`src/rtl/vram_blit_pkg.sv`:
```
// vram_blit_pkg: register map, control bits and FSM states of the video RAM blitter.
package vram_blit_pkg;
   localparam int AW_DEF = 13;
   localparam logic [2:0] REG_SRC_L = 3'd0;
   localparam logic [2:0] REG_SRC_H = 3'd1;
   localparam logic [2:0] REG_DST_L = 3'd2;
   localparam logic [2:0] REG_DST_H = 3'd3;
   localparam logic [2:0] REG_LEN_L = 3'd4;
   localparam logic [2:0] REG_LEN_H = 3'd5;
   localparam logic [2:0] REG_FILL  = 3'd6;
   localparam logic [2:0] REG_CTRL  = 3'd7;
   localparam int CTRL_START = 0;
   localparam int CTRL_MODE  = 1;
   localparam int CTRL_IEN   = 2;
   localparam int CTRL_DIR   = 3;
   localparam int CTRL_ABORT = 4;
   typedef enum logic [2:0] {IDLE, RD, RWAIT, WR, DONE} state_e;
endpackage

```
`src/rtl/vram_blit_regs.sv`:
```
// vram_blit_regs: CPU register file, status readback, done/irq and start/abort pulses.
module vram_blit_regs
   import vram_blit_pkg::*;
#(
   parameter int AW = AW_DEF
) (
   input  logic          clk_i,
   input  logic          reset_i,
   input  logic          sel_i,
   input  logic          we_i,
   input  logic [2:0]    addr_i,
   input  logic [7:0]    din_i,
   input  logic          busy_i,
   input  logic          done_set_i,
   output logic [7:0]    dout_o,
   output logic          irq_o,
   output logic [AW-1:0] src_o,
   output logic [AW-1:0] dst_o,
   output logic [AW-1:0] len_o,
   output logic [7:0]    fill_o,
   output logic          mode_o,
   output logic          dir_o,
   output logic          start_o,
   output logic          abort_o
);
   logic [AW-1:0] src_q, src_d, dst_q, dst_d, len_q, len_d;
   logic [7:0] fill_q, fill_d, dout_q, dout_d, rdata;
   logic mode_q, mode_d, dir_q, dir_d, ien_q, ien_d, done_q, done_d;
   logic wr, rd, ctrl_wr, stat_rd;
   always_comb begin
      wr = sel_i & we_i;
      rd = sel_i & ~we_i;
      ctrl_wr = wr & (addr_i == REG_CTRL);
      stat_rd = rd & (addr_i == REG_CTRL);
      start_o = ctrl_wr & din_i[CTRL_START] & ~busy_i;
      abort_o = ctrl_wr & din_i[CTRL_ABORT] & busy_i;
      src_d = src_q;
      dst_d = dst_q;
      len_d = len_q;
      fill_d = fill_q;
      mode_d = mode_q;
      dir_d = dir_q;
      ien_d = ctrl_wr ? din_i[CTRL_IEN] : ien_q;
      if (wr & ~busy_i) begin
         case (addr_i)
            REG_SRC_L: src_d[7:0] = din_i;
            REG_SRC_H: src_d[AW-1:8] = din_i[AW-9:0];
            REG_DST_L: dst_d[7:0] = din_i;
            REG_DST_H: dst_d[AW-1:8] = din_i[AW-9:0];
            REG_LEN_L: len_d[7:0] = din_i;
            REG_LEN_H: len_d[AW-1:8] = din_i[AW-9:0];
            REG_FILL:  fill_d = din_i;
            default: begin
               mode_d = din_i[CTRL_MODE];
               dir_d = din_i[CTRL_DIR];
            end
         endcase
      end
      // completion beats the clear so a zero-length start still reports done
      done_d = done_set_i ? 1'b1 : (start_o | stat_rd) ? 1'b0 : done_q;
      case (addr_i)
         REG_SRC_L: rdata = src_q[7:0];
         REG_SRC_H: rdata = {{(16-AW){1'b0}}, src_q[AW-1:8]};
         REG_DST_L: rdata = dst_q[7:0];
         REG_DST_H: rdata = {{(16-AW){1'b0}}, dst_q[AW-1:8]};
         REG_LEN_L: rdata = len_q[7:0];
         REG_LEN_H: rdata = {{(16-AW){1'b0}}, len_q[AW-1:8]};
         REG_FILL:  rdata = fill_q;
         default:   rdata = {busy_i, done_q, 2'b00, dir_q, ien_q, mode_q, 1'b0};
      endcase
      dout_d = rd ? rdata : dout_q;
   end
   always_ff @(posedge clk_i or posedge reset_i) begin
      if (reset_i) begin
         src_q <= '0;
         dst_q <= '0;
         len_q <= '0;
         fill_q <= '0;
         mode_q <= 1'b0;
         dir_q <= 1'b0;
         ien_q <= 1'b0;
         done_q <= 1'b0;
         dout_q <= '0;
      end else begin
         src_q <= src_d;
         dst_q <= dst_d;
         len_q <= len_d;
         fill_q <= fill_d;
         mode_q <= mode_d;
         dir_q <= dir_d;
         ien_q <= ien_d;
         done_q <= done_d;
         dout_q <= dout_d;
      end
   end
   assign dout_o = dout_q;
   assign irq_o = done_q & ien_q;
   assign src_o = src_q;
   assign dst_o = dst_q;
   assign len_o = len_q;
   assign fill_o = fill_q;
   assign mode_o = mode_q;
   assign dir_o = dir_q;
endmodule

```
`src/rtl/vram_blit.sv`:
```
// vram_blit: byte fill/copy engine mastering the CPU-side video RAM port.
module vram_blit
   import vram_blit_pkg::*;
#(
   parameter int AW = AW_DEF
) (
   input  logic          clk_i,
   input  logic          reset_i,
   input  logic          sel_i,
   input  logic          we_i,
   input  logic [2:0]    addr_i,
   input  logic [7:0]    din_i,
   output logic [7:0]    dout_o,
   output logic          irq_o,
   output logic          m_req_o,
   input  logic          m_gnt_i,
   output logic          m_we_o,
   output logic [AW-1:0] m_addr_o,
   output logic [7:0]    m_wdata_o,
   input  logic [7:0]    m_rdata_i
);
   localparam logic [AW-1:0] ONE = AW'(1);
   state_e state_q, state_d;
   logic [AW-1:0] src_q, src_d, dst_q, dst_d, cnt_q, cnt_d, r_src, r_dst, r_len;
   logic [7:0] lat_q, lat_d, r_fill;
   logic r_mode, r_dir, start, abort, busy;
   function automatic logic [AW-1:0] step(input logic [AW-1:0] a, input logic dn);
      return dn ? a - ONE : a + ONE;
   endfunction
   vram_blit_regs #(.AW(AW)) u_regs (
      .clk_i(clk_i), .reset_i(reset_i), .sel_i(sel_i), .we_i(we_i), .addr_i(addr_i),
      .din_i(din_i), .busy_i(busy), .done_set_i(state_d == DONE), .dout_o(dout_o),
      .irq_o(irq_o), .src_o(r_src), .dst_o(r_dst), .len_o(r_len), .fill_o(r_fill),
      .mode_o(r_mode), .dir_o(r_dir), .start_o(start), .abort_o(abort)
   );
   always_comb begin
      state_d = state_q;
      src_d = src_q;
      dst_d = dst_q;
      cnt_d = cnt_q;
      lat_d = lat_q;
      busy = (state_q == RD) | (state_q == RWAIT) | (state_q == WR);
      m_req_o = (state_q == RD) | (state_q == WR);
      m_we_o = state_q == WR;
      m_addr_o = state_q == RD ? src_q : state_q == WR ? dst_q : '0;
      m_wdata_o = state_q != WR ? 8'h00 : r_mode ? lat_q : r_fill;
      case (state_q)
         IDLE: if (start) begin
            src_d = r_src;
            dst_d = r_dst;
            cnt_d = r_len;
            // mode is being written in this very cycle, so take it from the bus
            state_d = r_len == '0 ? DONE : din_i[CTRL_MODE] ? RD : WR;
         end
         RD: state_d = abort ? DONE : m_gnt_i ? RWAIT : RD;
         RWAIT: begin
            lat_d = m_rdata_i;
            src_d = step(src_q, r_dir);
            state_d = abort ? DONE : WR;
         end
         WR: begin
            if (m_gnt_i) begin
               dst_d = step(dst_q, r_dir);
               cnt_d = cnt_q - ONE;
            end
            state_d = abort ? DONE : !m_gnt_i ? WR : cnt_q == ONE ? DONE : r_mode ? RD : WR;
         end
         default: state_d = IDLE;
      endcase
   end
   always_ff @(posedge clk_i or posedge reset_i) begin
      if (reset_i) begin
         state_q <= IDLE;
         src_q <= '0;
         dst_q <= '0;
         cnt_q <= '0;
         lat_q <= '0;
      end else begin
         state_q <= state_d;
         src_q <= src_d;
         dst_q <= dst_d;
         cnt_q <= cnt_d;
         lat_q <= lat_d;
      end
   end
endmodule
```
`config.mk`:
```
export PLATFORM = sky130hd
export DESIGN_NAME = vram_blit
export DESIGN_NICKNAME = d
export VERILOG_FILES = /design/src/rtl/vram_blit_pkg.sv /design/src/rtl/vram_blit_regs.sv /design/src/rtl/vram_blit.sv
export SDC_FILE = /design/constraint.sdc
export NUM_CORES = 1
export LEC_CHECK = 0
export ABC_CLOCK_PERIOD_IN_PS = 2460
export CAP_MARGIN = 20
export CORE_MARGIN = 2
export CORE_UTILIZATION = 26
export CTS_CLUSTER_DIAMETER = 30
export CTS_CLUSTER_SIZE = 24
export DETAILED_ROUTE_END_ITERATION = 6
export GPL_ROUTABILITY_DRIVEN = 0
export HOLD_SLACK_MARGIN = 0.1
export PLACE_DENSITY = 0.5
export SYNTH_ARGS = -nofsm -noshare
export SYNTH_HDL_FRONTEND = slang
export SYNTH_HIERARCHICAL = 1
export SYNTH_SLANG_ARGS = --single-unit
export TNS_END_PERCENT = 100
```
`constraint.sdc`:
```
create_clock -name clk_i -period 2.46 [get_ports clk_i]
set_input_delay 0.492 -clock clk_i [delete_from_list [all_inputs] [get_ports clk_i]]
set_output_delay 0.492 -clock clk_i [all_outputs]
set_load 0.1 [all_outputs]
```
; ---- After elaboration in Yosys (flattened, before gate mapping)
; Index checks and enable logic that the tools add are counted.
[word_totals]
romBits = 0
mem_bits_rw = 0
input_bits = 24
latch_bits = 0
memories = 0
output_inout_bits = 32
word_cells = 99
reg_bits = 109
[op_classes]
n_div = 0
magnitude_cmp = 0
n_mux = 28
addsub = 5
bitwise = 17
n_shift = 0
n_mul = 0
n_reduce_logical = 17
n_eq_ne = 15
[ops]
columns = op, n
row1 = two-way mux 13 bit, 9
row2 = case mux 13 bit (2 select lines), 3
row3 = case mux 8 bit (7 select lines), 1
row4 = subtractor 13 x 1 -> 13 bit (second input constant), 3
row5 = adder 13 x 1 -> 13 bit (second input constant), 2
row6 = two-way mux 3 bit, 7
row7 = AND reduction 2 bit, 9
row8 = two-way mux 8 bit, 2
row9 = == test 3 bit (second input constant), 5
row10 = == test 13 x 1 -> 1 bit (second input constant), 1
row11 = zero test 13 bit, 1
row12 = == test 3 x 2 -> 1 bit (second input constant), 4
row13 = case mux 3 bit (4 select lines), 1
row14 = AND 1 bit, 10
row15 = OR reduction 7 bit, 1
row16 = == test 3 x 1 -> 1 bit (second input constant), 2
row17 = zero test 3 bit, 2
row18 = two-way mux 2 bit, 3
row19 = nonzero test 2 bit, 3
row20 = inequality test 2 bit (second input constant), 2
row21 = bitwise OR 1 bit, 4
row22 = inequality test 3 x 2 -> 1 bit (second input constant), 1
row23 = NOT 1 bit, 3
row24 = AND reduction 3 bit, 1
row25 = two-way mux 1 bit, 2

; ---- Longest topological paths before layout
[depth]
word_depth = 9
mapped_depth = 12
ltp_nobuf = 10

; ---- By module
; The synthesis kept the hierarchy.
[modules_own_cells]
columns = mod, seq_area_each_um2, area_each_um2, cells_per_inst, n_inst
row1 = vram_blit, 1251.2, 3871.2, 483, 1
row2 = vram_blit_regs, 1476.4, 2767.7, 220, 1

; ---- Least setup slack after synthesis
; OpenSTA, ideal clock, no wires.
[synth_path]
path_kind = register to output
startpoint = reg state_q[2]
endpoint = out m_wdata_o[0]
path_stages_with_launch = 9
n_path_buf = 4
slack_ns = -1.262
required_time_ns = 1.968
t_arrival_ns = 3.230
path_cell_list = dfrtp_1 > buf_4 > nand2b_4 > inv_1 > nand2_1 > buf_4 > buf_2 > buf_2 > nor2_1
[synth_between]
elab_chain_cells = 2
[synth_rtl]
columns = item, line_no
row1 = start: declaration, vram_blit.sv:23  ; state_e state_q, state_d;
row2 = start signal: assignment, vram_blit.sv:79  ; state_q <= state_d;
row3 = inequality test 3 x 2 -> 1 bit, vram_blit.sv:46  ; m_wdata_o = state_q != WR ? 8'h00 : r_mode ? lat_q : r_fill;
row4 = two-way mux 8 bit, vram_blit.sv:46
row5 = end: declaration, vram_blit.sv:19  ; output logic [7:0] m_wdata_o,
; No other way between the ends.

; ---- Final worst setup path
[layout_path]
startpoint = reg state_q[2]
endpoint = out m_wdata_o[3]
; Same word-level chain as after synthesis.

==> run metrics <==
status=finished, final reports clean; CP peak stage delay=a little under 0.4 ns; first-pass GRT wire length=32,300 um; clock skew=just under 0.009 ns; # port buffers=55; required time of the critical path=~2 ns; Slew Viols, Final=0; die height=around 160 um; Net Count, Synth=753; Slew @ Worst Pin=0.620 ns; Synth area leaders=dfrtp_1, mux2_2, mux2i_1, nand2_1, ha_1; top-area cell type share of the netlist area=41.1%; startpoint types=register; Async SR Flop Fraction=100%; Peak Freq=0.431 GHz; Period minus WS final=~2.3 ns; #FFs+latches synth=around 110; number of flops mapped to enable cells by yosys=0; DP HPWL=around 15,000 um; Peak supply drop=approximately 0.63 mV; combined area of the multi-input logic cells=3770 um^2; Initial DRT Pass Iterations=4; HP Class=register to register; Tcrit/Tclk final=94.3%; Inserted Clock Buffers=9; antenna diode count=0; CTS H-tree lvls=3; Final Setup Violations=0; hold buffer count at CTS=0; Die X=about 160 um; fill count=2,664; dpl cell area=between 8000 and 9000 um^2; drt drc=0; vias in the first global route=about 5.6k; sequential fraction of the synthesis area=slightly above 40%; Lkg Pwr=around 3.7 nW; Slowest cell on crit path=dfrtp_1; num ports=56; Primary FF master, synth=dfrtp_1; Rel. slew slack=58.7%; Sink Count=around 110; Cell Chain, Critical Path=buf_4 -> nand2b_4 -> clkinvlp_4 -> nand2_2 -> buf_12 -> nor2_4 -> buf_12; CP Capture Type=output pin; clock tree root driver cell=clkbuf_16; most common cell in the netlist=dfrtp_1; synthesis-to-layout area growth=27.3%; CTS Buffer Depth=2; Core Region=roughly 25,000 um^2; crit path DAT=between 1.5 and 2 ns; Mapped Cells=703; initial antenna violation count=0; DR WL/cell=roughly 18 um; post-synthesis area per instance=9.44 um^2; total power=~12 mW; Cell Pwr Density=around 1500 nW/um^2; Finished Cell Area=8450 um^2; Final TNS setup=0 ns; max_cap viols=0; proportion of layout cells with a drive suffix above 1=23.0%; critical path class=register to output pin; pin count of the biggest net entering global routing=60; GRT Overall Usage=15.7%; Synth top cells by count=dfrtp_1, nand2_1, nor2_1; endpoints failing hold=0; cell taking the most area after synthesis=dfrtp_1; Nets=slightly above 800; register area=between 2000 and 3000 um^2; vias per cell=4.97; Initial Util=between 20% and 30%; clock-pin slew on the worst setup and hold paths=roughly 0.07 ns; total grt overflow=0; cell mode on critical path=buf_12; WL final=~20,000 um; Crit Path Max Fanout=27; via count=between 5k and 6k; count of cell types in the netlist=65; die area=around 27,000 um^2; Ys Warns=6; post-route ant nets=0; initial DRC count=427; area of the mapped netlist=6640 um^2; CTS tree=built; Clock Latency Late Sink=approximately 0.35 ns; # rows=just under 60
layout make-up:
class	count	share of cell area (%)
inverters	16	0.755
multi-input cells	544	44.6
clock inverters	6	1.13
flip-flops and latches	109	32.3
repair buffers	97	13.6
clock buffers	10	2.71
well taps	330	4.89
logic make-up (layout without fill, tap and decap cells):
group,after synthesis,in the layout,share of synthesized area (%)
multiplexers,92,92,15.7
adder cells (fa/ha/maj),26,26,5.13
buffers and inverters,50,129,3.66
flip-flops,109,109,41.1
AND/OR/NAND/NOR,241,241,16.9
AO/OA/AOI/OAI,171,171,15.7
XOR/XNOR,14,14,1.85
flip-flops by register name, summed over array words and instances, names as in the netlist:
name and flops:
cnt_q 13, dst_q 13, src_q 13, u_regs/dst_o 13, u_regs/len_o 13, u_regs/src_o 13, lat_q 8, u_regs/dout_o 8
u_regs/fill_o 8, state_q 3, u_regs/dir_o 1, u_regs/done_q 1, u_regs/ien_q 1, u_regs/mode_o 1
cell usage in the layout (no fill, tap or decap), types with 4 or more instances in the layout:
| master | netlist | routed |
|---|---|---|
| dfrtp_1 | 109 | 108 |
| nand3b_1 | 4 | 4 |
| nand4_1 | 6 | 6 |
| xnor2_1 | 9 | 9 |
| a211oi_1 | 7 | 7 |
| o21ai_0 | 57 | 57 |
| mux2_4 | 8 | 8 |
| o21a_1 | 6 | 6 |
| clkbuf_16 | 0 | 9 |
| nor2_4 | 0 | 9 |
| nand2b_1 | 8 | 8 |
| nor3_1 | 21 | 21 |
| o22ai_1 | 5 | 5 |
| mux2_2 | 44 | 44 |
| a21oi_1 | 49 | 47 |
| mux2i_1 | 38 | 38 |
| buf_4 | 4 | 44 |
| clkdlybuf4s50_1 | 0 | 23 |
| inv_1 | 15 | 11 |
| nor2_1 | 70 | 55 |
| a22oi_1 | 10 | 10 |
| nand3_1 | 17 | 17 |
| xor2_1 | 5 | 5 |
| inv_2 | 1 | 4 |
| buf_12 | 0 | 29 |
| nor2_2 | 2 | 8 |
| nor2b_1 | 12 | 12 |
| ha_1 | 24 | 24 |
| nand2_1 | 81 | 80 |
| a31oi_1 | 5 | 5 |
critical path, delay by kind of cell, from the launching register on:
| family | cells | cell delay (ns) |
|---|---|---|
| and+or+nand+nor | 3 | 0.39 |
| DFF | 1 | 0.39 |
| buffers and inverters | 4 | 0.67 |
routing by layer:
metal	routed length, um	vias up	global-route usage, %
li1	-	2680	-
met1	9590	2711	21.8
met2	9440	107	25.5
met3	540	28	1.74
met4	450	0	4.94
met5	0	-	0
final timing paths:
kind                         startpoint  depth (start not counted)           end  slack [ns]
max                          state_q[2]                          7  m_wdata_o[3]        0.14
min                            lat_q[1]                          2      lat_q[1]        0.48
max reg2reg                u_regs/dir_o                          9     src_q[10]        0.16
min reg2reg                    lat_q[1]                          2      lat_q[1]        0.48
max in group asynchronous       reset_i                          3  u_regs/dir_o        1.63
min in group asynchronous       reset_i                          3      lat_q[4]        0.52
repair_timing:
| action | CTS | global route |
|---|---|---|
| setup buffers | 1 | 1 |
| endpoints found under the setup margin | 8 | 30 |
| cloned | 0 | 0 |
| resized for setup | 0 | 6 |
per-stage QoR:
stage	worst slack (ns)	hold WS (ns)	util, %	cells
floorplan	-0.259	0.445	-	703
global route	-0.00106	0.497	33.7	1112
global placement	-0.212	0.460	32.2	1094
CTS	0.0463	0.482	33.5	1111
detailed placement	-0.207	0.465	32.2	1094
finish	0.140	0.477	33.7	1112
power breakdown:
| part | switching [mW] | internal [mW] | leakage, nW |
|---|---|---|---|
| Combinational | 4.62 | 2.86 | 2.11 |
| Clock | 0.706 | 0.906 | 0.158 |
| Sequential | 0.800 | 2.51 | 1.39 |
Note: power is estimated with default switching activity, not from simulation.
